$ cat src/rtl/fixed_div_if.sv
// fixed_div_if: operand/result handshake bundle for the fixed_div Q16.15 divider.
//   in_valid/in_ready   operand handshake; a_in/b_in carry dividend/divisor
//   out_valid/out_ready result handshake; q_out carries the quotient,
//                       div_zero_out/overflow_out are qualified by out_valid
// master: producer/consumer side (testbench or upstream logic)
// slave:  the divider itself
interface fixed_div_if;
    logic        in_valid;
    logic        in_ready;
    logic [31:0] a_in;
    logic [31:0] b_in;
    logic        out_valid;
    logic        out_ready;
    logic [31:0] q_out;
    logic        div_zero_out;
    logic        overflow_out;

    modport master (
        output in_valid, a_in, b_in, out_ready,
        input  in_ready, out_valid, q_out, div_zero_out, overflow_out
    );

    modport slave (
        input  in_valid, a_in, b_in, out_ready,
        output in_ready, out_valid, q_out, div_zero_out, overflow_out
    );
endinterface

$ cat src/rtl/fixed_div.sv
// fixed_div: sequential signed divider for the 32-bit Q16.15 fixed type, q = a / b.
// Restoring division, one quotient bit per cycle over a 47-bit dividend (|a| << 15).
// Ports:
//   clk_in  rising-edge clock
//   rst_in  asynchronous active-high reset; discards any in-flight operation
//   bus     fixed_div_if.slave: operand handshake (in_valid/in_ready, a_in, b_in) and
//           result handshake (out_valid/out_ready, q_out, div_zero_out, overflow_out)
// Optional feature: define FIXED_DIV_ROUND_EN to round the magnitude half away from zero
// instead of truncating toward zero. Latency is the same either way.
module fixed_div (
    input  logic       clk_in,
    input  logic       rst_in,
    fixed_div_if.slave bus
);
    typedef enum logic [1:0] {StIdle, StBusy, StDone} state_t;

    state_t      state_q, state_d;
    logic [5:0]  cnt_q, cnt_d;
    logic [32:0] rem_q, rem_d;
    logic [46:0] num_q, num_d;   // dividend, shifted out MSB first
    logic [46:0] quo_q, quo_d;
    logic [31:0] den_q, den_d;   // |b|
    logic        sign_q, sign_d;
    logic [31:0] q_q, q_d;
    logic        dz_q, dz_d;
    logic        ovf_q, ovf_d;

    logic [31:0] a_mag, b_mag;
    logic [32:0] rem_sh, rem_nx;
    logic        ge;
    logic [46:0] quo_nx;
    logic        round_up;
    logic [47:0] mag;
    logic [31:0] res_val;
    logic        res_ovf;

    // |0x80000000| wraps back to 0x80000000, which read unsigned is exactly 2^31.
    assign a_mag = bus.a_in[31] ? (~bus.a_in + 32'd1) : bus.a_in;
    assign b_mag = bus.b_in[31] ? (~bus.b_in + 32'd1) : bus.b_in;

    // The remainder stays below |b| <= 2^31, so its top bit is always clear before the shift.
    assign rem_sh = {rem_q[31:0], num_q[46]};
    assign ge     = rem_sh >= {1'b0, den_q};
    assign rem_nx = ge ? (rem_sh - {1'b0, den_q}) : rem_sh;
    assign quo_nx = {quo_q[45:0], ge};

`ifdef FIXED_DIV_ROUND_EN
    assign round_up = {rem_nx, 1'b0} >= {2'b00, den_q};
`else
    assign round_up = 1'b0;
`endif

    // Result is formed from the final iteration's values so DONE is entered on that same edge.
    assign mag = {1'b0, quo_nx} + {47'd0, round_up};

    always_comb begin
        res_val = '0;
        res_ovf = 1'b0;
        if (!sign_q) begin
            if (mag > 48'h0000_7FFF_FFFF) begin
                res_val = 32'h7FFF_FFFF;
                res_ovf = 1'b1;
            end else begin
                res_val = mag[31:0];
            end
        end else begin
            if (mag > 48'h0000_8000_0000) begin
                res_val = 32'h8000_0000;
                res_ovf = 1'b1;
            end else begin
                // Magnitude 2^31 negates to exactly 0x80000000; zero stays zero.
                res_val = ~mag[31:0] + 32'd1;
            end
        end
    end

    always_comb begin
        state_d = state_q;
        cnt_d   = cnt_q;
        rem_d   = rem_q;
        num_d   = num_q;
        quo_d   = quo_q;
        den_d   = den_q;
        sign_d  = sign_q;
        q_d     = q_q;
        dz_d    = dz_q;
        ovf_d   = ovf_q;
        unique case (state_q)
            StIdle: begin
                if (bus.in_valid) begin
                    sign_d = bus.a_in[31] ^ bus.b_in[31];
                    den_d  = b_mag;
                    num_d  = {a_mag, 15'd0};
                    rem_d  = '0;
                    quo_d  = '0;
                    cnt_d  = 6'd46;
                    if (bus.b_in == 32'd0) begin
                        q_d     = bus.a_in[31] ? 32'h8000_0000 : 32'h7FFF_FFFF;
                        dz_d    = 1'b1;
                        ovf_d   = 1'b0;
                        state_d = StDone;
                    end else begin
                        state_d = StBusy;
                    end
                end
            end
            StBusy: begin
                rem_d = rem_nx;
                quo_d = quo_nx;
                num_d = {num_q[45:0], 1'b0};
                cnt_d = cnt_q - 6'd1;
                if (cnt_q == 6'd0) begin
                    cnt_d   = '0;
                    q_d     = res_val;
                    ovf_d   = res_ovf;
                    dz_d    = 1'b0;
                    state_d = StDone;
                end
            end
            StDone: begin
                if (bus.out_ready) begin
                    state_d = StIdle;
                end
            end
            default: state_d = StIdle;
        endcase
    end

    always_ff @(posedge clk_in or posedge rst_in) begin
        if (rst_in) begin
            state_q <= StIdle;
            cnt_q   <= '0;
            rem_q   <= '0;
            num_q   <= '0;
            quo_q   <= '0;
            den_q   <= '0;
            sign_q  <= 1'b0;
            q_q     <= '0;
            dz_q    <= 1'b0;
            ovf_q   <= 1'b0;
        end else begin
            state_q <= state_d;
            cnt_q   <= cnt_d;
            rem_q   <= rem_d;
            num_q   <= num_d;
            quo_q   <= quo_d;
            den_q   <= den_d;
            sign_q  <= sign_d;
            q_q     <= q_d;
            dz_q    <= dz_d;
            ovf_q   <= ovf_d;
        end
    end

    assign bus.in_ready     = (state_q == StIdle);
    assign bus.out_valid    = (state_q == StDone);
    assign bus.q_out        = q_q;
    assign bus.div_zero_out = dz_q;
    assign bus.overflow_out = ovf_q;
endmodule
$ cat src/flat_wrapper.sv
// flat-port wrapper written by rule: the top's interface ports become plain ports
module fixed_div_flat 
  (clk_in, rst_in, bus_in_valid, bus_a_in, bus_b_in, bus_out_ready, bus_in_ready, bus_out_valid, bus_q_out, bus_div_zero_out, bus_overflow_out);
  fixed_div_if bus_i ();
  input  logic clk_in;
  input  logic rst_in;
  input wire logic [$bits(bus_i.in_valid)-1:0] bus_in_valid;
  input wire logic [$bits(bus_i.a_in)-1:0] bus_a_in;
  input wire logic [$bits(bus_i.b_in)-1:0] bus_b_in;
  input wire logic [$bits(bus_i.out_ready)-1:0] bus_out_ready;
  output wire logic [$bits(bus_i.in_ready)-1:0] bus_in_ready;
  output wire logic [$bits(bus_i.out_valid)-1:0] bus_out_valid;
  output wire logic [$bits(bus_i.q_out)-1:0] bus_q_out;
  output wire logic [$bits(bus_i.div_zero_out)-1:0] bus_div_zero_out;
  output wire logic [$bits(bus_i.overflow_out)-1:0] bus_overflow_out;
  assign bus_i.in_valid = bus_in_valid;
  assign bus_i.a_in = bus_a_in;
  assign bus_i.b_in = bus_b_in;
  assign bus_i.out_ready = bus_out_ready;
  assign bus_in_ready = bus_i.in_ready;
  assign bus_out_valid = bus_i.out_valid;
  assign bus_q_out = bus_i.q_out;
  assign bus_div_zero_out = bus_i.div_zero_out;
  assign bus_overflow_out = bus_i.overflow_out;
  fixed_div u_core (.clk_in(clk_in), .rst_in(rst_in), .bus(bus_i));
endmodule
$ cat config.mk
export PLATFORM = sky130hd
export DESIGN_NAME = fixed_div_flat
export DESIGN_NICKNAME = d
export VERILOG_FILES = /design/src/rtl/fixed_div_if.sv /design/src/rtl/fixed_div.sv /design/src/flat_wrapper.sv
export SDC_FILE = /design/constraint.sdc
export NUM_CORES = 1
export LEC_CHECK = 0
export BUFFER_PORTS_ARGS = -buffer_cell sky130_fd_sc_hd__buf_2
export CORE_ASPECT_RATIO = 1.4
export CORE_MARGIN = 4
export CORE_UTILIZATION = 33
export DETAILED_ROUTE_END_ITERATION = 10
export PLACE_DENSITY_LB_ADDON = 0.2
export SLEW_MARGIN = 20
export SYNTH_ARGS = -nofsm -noshare
export SYNTH_HDL_FRONTEND = slang
export SYNTH_SLANG_ARGS = --single-unit
export TNS_END_PERCENT = 100
$ cat constraint.sdc
create_clock -name clk_in -period 7 [get_ports clk_in]
set_input_delay 1.05 -clock clk_in [delete_from_list [all_inputs] [get_ports clk_in]]
set_output_delay 1.05 -clock clk_in [all_outputs]
set_load 0.01 [all_outputs]
# After elaboration in Yosys (flattened, before gate mapping)
# Index checks and enable logic that the tools add are counted.
# classes
add_sub_neg,5
magnitude_cmp,3
eq_ne,6
n_mux,36
bitwise,4
reduce_logical,8
# ops
operator,n
2-to-1 mux 32 bit,11
one-hot mux 32 bit (2 select lines),2
adder 32 x 1 -> 32 bit (second input constant),3
NOT 32 bit,3
one-hot mux 47 bit (2 select lines),1
one-hot mux 46 bit (2 select lines),1
greater-than comparator 47 x 31 -> 1 bit (second input constant),1
greater-than comparator 47 x 32 -> 1 bit (second input constant),1
2-to-1 mux 47 bit,1
2-to-1 mux 46 bit,1
>= comparator 33 x 32 -> 1 bit,1
zero test 32 bit,1
subtractor 32 bit,1
2-to-1 mux 6 bit,2
one-hot mux 6 bit (2 select lines),1
2-to-1 mux 1 bit,9
2-to-1 mux 2 bit,4
zero test 6 bit,1
one-hot mux 2 bit (3 select lines),1
subtractor 6 x 1 -> 6 bit (second input constant),1
inequality test 2 x 1 -> 1 bit (second input constant),2
inequality test 2 bit (second input constant),2
one-hot mux 1 bit (2 select lines),2
AND reduction 2 bit,2
other kinds (7),7
# word_totals
ff_bits,200
in_bits,68
word_cells,72

# Longest topological paths before layout
# logic_depth
depth_word,7
ltp_mapped,23

# Worst setup path before layout
# No wires, ideal clock.
# synth_timing
path_kind,reg-to-reg
start,reg u_core.rem_q[17]
end,reg u_core.q_q[14] (netlist: u_core.bus.q_out[14])
arrival_time_ns,4.586
setup_slack_ns,2.282
stages_incl_launch_ff,20
n_path_buf,1
synth_period_minus_slack_ns,4.718
path_cell_list,dfrtp_1 -> ha_1 -> a21o_1 -> a211o_1 -> a211o_1 -> a21oi_1 -> and3_1 -> o21ai_2 -> inv_2 -> buf_1 -> ha_1 -> nor3b_1 -> nand2b_1 -> or4_1 -> or3_1 -> or3_1 -> nor3_1 -> nor3_1 -> a211oi_1 -> o21ai_0
# synth_via
elab_chain_len,7
# synth_rtl
element,line,text
"start, declared",fixed_div.sv:19,"logic [32:0] rem_q, rem_d;"
"start signal, assigned",fixed_div.sv:144,rem_q <= rem_d;
>= comparator 33 x 32 -> 1 bit *,fixed_div.sv:43,"assign ge = rem_sh >= {1'b0, den_q};"
NOT 32 bit,fixed_div.sv:72,res_val = ~mag[31:0] + 32'd1;
adder 32 x 1 -> 32 bit,fixed_div.sv:72,
2-to-1 mux 32 bit,fixed_div.sv:67,if (mag > 48'h0000_8000_0000) begin
2-to-1 mux 32 bit *,fixed_div.sv:59,if (!sign_q) begin
2-to-1 mux 32 bit *,fixed_div.sv:112,if (cnt_q == 6'd0) begin
one-hot mux 32 bit (2 select lines) *,fixed_div.sv:88,unique case (state_q)
"end signal, assigned",fixed_div.sv:149,q_q <= q_d;
"end, declared",fixed_div.sv:24,"logic [31:0] q_q, q_d;"
# Every way passes the cells marked *; elsewhere a longest branch is shown, timed or not. The select of a mux whose other input is x is not followed.
# A chain may end at the register's enable or synchronous reset.

# Worst setup path in the final report
# layout_timing
start,reg u_core.rem_q[14]
end,reg u_core.q_q[30] (netlist: u_core.bus.q_out[30])
# The elaborated chain is that of the path after synthesis.

==> results.ini <==
[outcome]
status=finished, final reports clean

[yosys]
synth_area_um2=11500
syn_nets=1491
ys_seq_area_share_pct=40.1
syn_avg_cell_area_um2=8.34
ys_ff_latch=185
synth_cell_types=67
ys_warn_count=0
synth_edf_count=0
synthFlopType=dfrtp_1
async_flop_share_pct=100
syn_inst=1384

[floorplanning]
pin_count=104
coreArea_um2=34300
dieArea_um2=38100
fp-row-count=80
initial_core_util_pct=33.6
fp.dieW_um=166
die_height_um=229

[grt]
track_usage_pct=17.2
grt_pass1_wl_um=53900
grt_pass1_vias=10100
grt_max_degree=108
grt-ovfl-total=0
antenna_found_initial=0

[worst_setup_path]
critPathTopFamily=simple AND/OR/NAND/NOR gates
critPathKind=reg -> reg
arrival_ns=5.76
crit_path_max_fanout=11
cp_num_buf_inv=2
endpoint=u_core.bus.q_out[30]$_DFFE_PP0P_
critPathCaptureType=register
crit_path_frequent_cell=ha_1
cp-start-kind=register
r2r-start=u_core.rem_q[14]$_DFFE_PP0P_
crit_start=u_core.rem_q[14]$_DFFE_PP0P_
crit_chain=ha_1 -> a21oi_1 -> inv_1 -> o41ai_1 -> or2_2 -> and3_1 -> o21ai_2 -> inv_2 -> ha_1 -> or3b_2 -> nor2_1 -> nand3_1 -> o21ai_1 -> nor2b_1 -> nand2_1 -> nor3_1 -> a211oi_1 -> o21ai_0
cpPeakStageDelay_ns=0.68
critPathRequiredTime_ns=7.36
path_depth=18
reg2reg_depth=18
cpMaxStageDelayCell=nor2b_1
r2r_slack_ns=1.60
r2r_end=u_core.bus.q_out[30]$_DFFE_PP0P_

[clock_tree]
post_cts_resized=0
clk_path_buf_depth=2
cts_tree=done
cts_setup_buffers=0
clkSinkCount=185
cts_hold_buf=0
root_buffer=clkbuf_16
cts_made_buffers=17
clock_latency_ns=0.46
clk_pin_slew_ns=0.07
cts.htree.levels=4

[placement]
dp_hpwl_um=22900
port_buffers=103
gp_congestion=0.828

[timing]
fin_skew_ns=0.0140
tightestPinTransition_ns=0.946
setup_tns_ns=0
maxSlewViolCount=0
relSlewSlack_pct=36.9
fin_crit_ns=5.40
rsz0062_at_grt=false
finalSetupViolCount=0
finalHoldViolations=0
timing.final.crit_share_pct=77.1
clock.fmax_ghz=0.185

[drt]
drtIter0Drc=590
ant_nets=0
drcViolationCount=0
vias=10100
drtPass1Iterations=4
drt_wl_total_um=32600
wl_per_cell_um=17.2
vias_per_cell=5.32

[cells_and_area]
antennaDiodeCount=0
final_cell_mix=227 x nand2_1, 217 x o21ai_0, 185 x dfrtp_1
drive_gt1_share_pct=11.9
area_growth_pct=12.8
layout_commonest_cell=nand2_1
num-nets-final=1542

[power]
combPwrFrac_pct=55.7
ir_drop_mv=0.248
power.total_mw=6.85
p_per_area_nw_per_um2=526
p_int_mw=3.56
p_clk_share_pct=14.1
seq_power_share_pct=30.2
swShare_pct=48.0
leakage_nw=5.59
switchingPower_mw=3.29

[worst_hold_path]
worstHoldStart=u_core.bus.q_out[10]$_DFFE_PP0P_
min_path_type=reg -> reg

[job]
drv_cap=0

==> logic make-up (layout without fill, tap and decap cells) <==
logic type / after synthesis / after routing / synth area share (%)
flip-flops: 185 / 185 / 40.1
AND/OR/NAND/NOR: 454 / 454 / 18.6
buffers and inverters: 141 / 205 / 4.65
adder cells (fa/ha/maj): 39 / 39 / 4.29
AO/OA/AOI/OAI: 471 / 471 / 25.1
multiplexers: 9 / 9 / 0.792
XOR/XNOR: 85 / 85 / 6.45
==> cell usage after synthesis, types with 4 or more instances <==
cell      count  area (µm²)
o21a_1       10        75.1
a211oi_1     20         150
inv_1        56         210
xnor2_1      19         166
o21ai_1       6        30.0
nand4_1      15        93.8
nor4_1       21         131
o21bai_1      6        45.0
nand2_1     228         856
a22o_1        5        43.8
o21ai_0     217        1090
xor2_1       66         578
a32oi_1       4        35.0
a22oi_1      29         218
a31oi_1      10        62.6
o31a_1        7        61.3
nor2_1       53         199
and3_1        5        31.3
nor3_1       26         130
or3_1        16         100
clkbuf_1     71         267
nor3b_1       8        60.1
buf_1         7        26.3
dfrtp_1     185        4630
nand2b_1     11        68.8
a21o_1       14         105
o31ai_1      25         188
mux2i_1       8        80.1
ha_1         38         475
o41ai_1      14         123
buf_2         6        30.0
or4_1        16         120
and2_1        4        25.0
nor2b_1      12        75.1
o211ai_1     12        90.1
a21oi_1      62         310
nand3_1      25         125
==> state kept, by name, indices dropped and copies added, names as in the netlist <==
name,count
u_core.sign_q,1
u_core.state_q,2
u_core.rem_q,32
u_core.quo_q,46
u_core.cnt_q,6
u_core.num_q,32
u_core.bus.q_out,32
u_core.den_q,32
u_core.bus.div_zero_out,1
u_core.bus.overflow_out,1
==> through the flow <==
stage / cells / util [%] / hold slack (ns) / instance area, µm² / setup WS, ns
3_5_place_dp: 1867 / 36.2 / 0.464 / 12400 / 1.80
6_report: 1899 / 37.9 / 0.474 / 13000 / 1.60
4_1_cts: 1899 / 37.9 / 0.486 / 13000 / 1.72
5_1_grt: 1899 / 37.9 / 0.500 / 13000 / 1.22
2_1_floorplan: 1384 / - / 0.449 / 11500 / 0.921
3_3_place_gp: 1867 / 36.2 / 0.457 / 12400 / 1.96
==> power groups by stage <==
stage               combinational (mW)  clock (mW)  sequential, mW
floorplan                         2.96           0            1.90
global placement                  3.77           0            2.08
detailed placement                3.83           0            2.08
CTS                               3.84       0.993            2.07
global route                      4.35        1.04            2.14
finish                            3.81       0.963            2.07
==> worst min-delay path, stage by stage (launching register included) <==
cell and delay (ns):
dfrtp_1 0.34, nand2_1 0.04, o21ai_0 0.05
==> how the worst min path moves through the flow <==
stage | end | cells past startpoint | slack [ns]
3_5_place_dp | u_core.bus.overflow_out$_DFFE_PP0P_ | 2 | 0.46
2_1_floorplan | u_core.den_q[31]$_DFFE_PP0P_ | 2 | 0.45
5_1_grt | u_core.bus.q_out[10]$_DFFE_PP0P_ | 2 | 0.50
4_1_cts | u_core.bus.q_out[10]$_DFFE_PP0P_ | 2 | 0.49
6_report | u_core.bus.q_out[10]$_DFFE_PP0P_ | 2 | 0.47
3_3_place_gp | u_core.bus.q_out[12]$_DFFE_PP0P_ | 2 | 0.46
==> final cells by class <==
type	instances	area (µm²)
Fill cell	3578	21300
Multi-Input combinational cell	1058	6400
Sequential cell	185	4630
Timing Repair Buffer	116	617
Tap cell	451	564
Clock buffer	17	425
Inverter	57	221
Clock inverter	15	153
==> routing by layer <==
layer / up-vias / track usage [%] / share of wire [%]
met5: - / 0 / 0
met4: 0 / 6.11 / 2.2
met3: 45 / 2.21 / 3.0
met2: 188 / 29.8 / 50
met1: 4790 / 21.9 / 45
li1: 5082 / - / -
(Power assumes the default switching activity.)
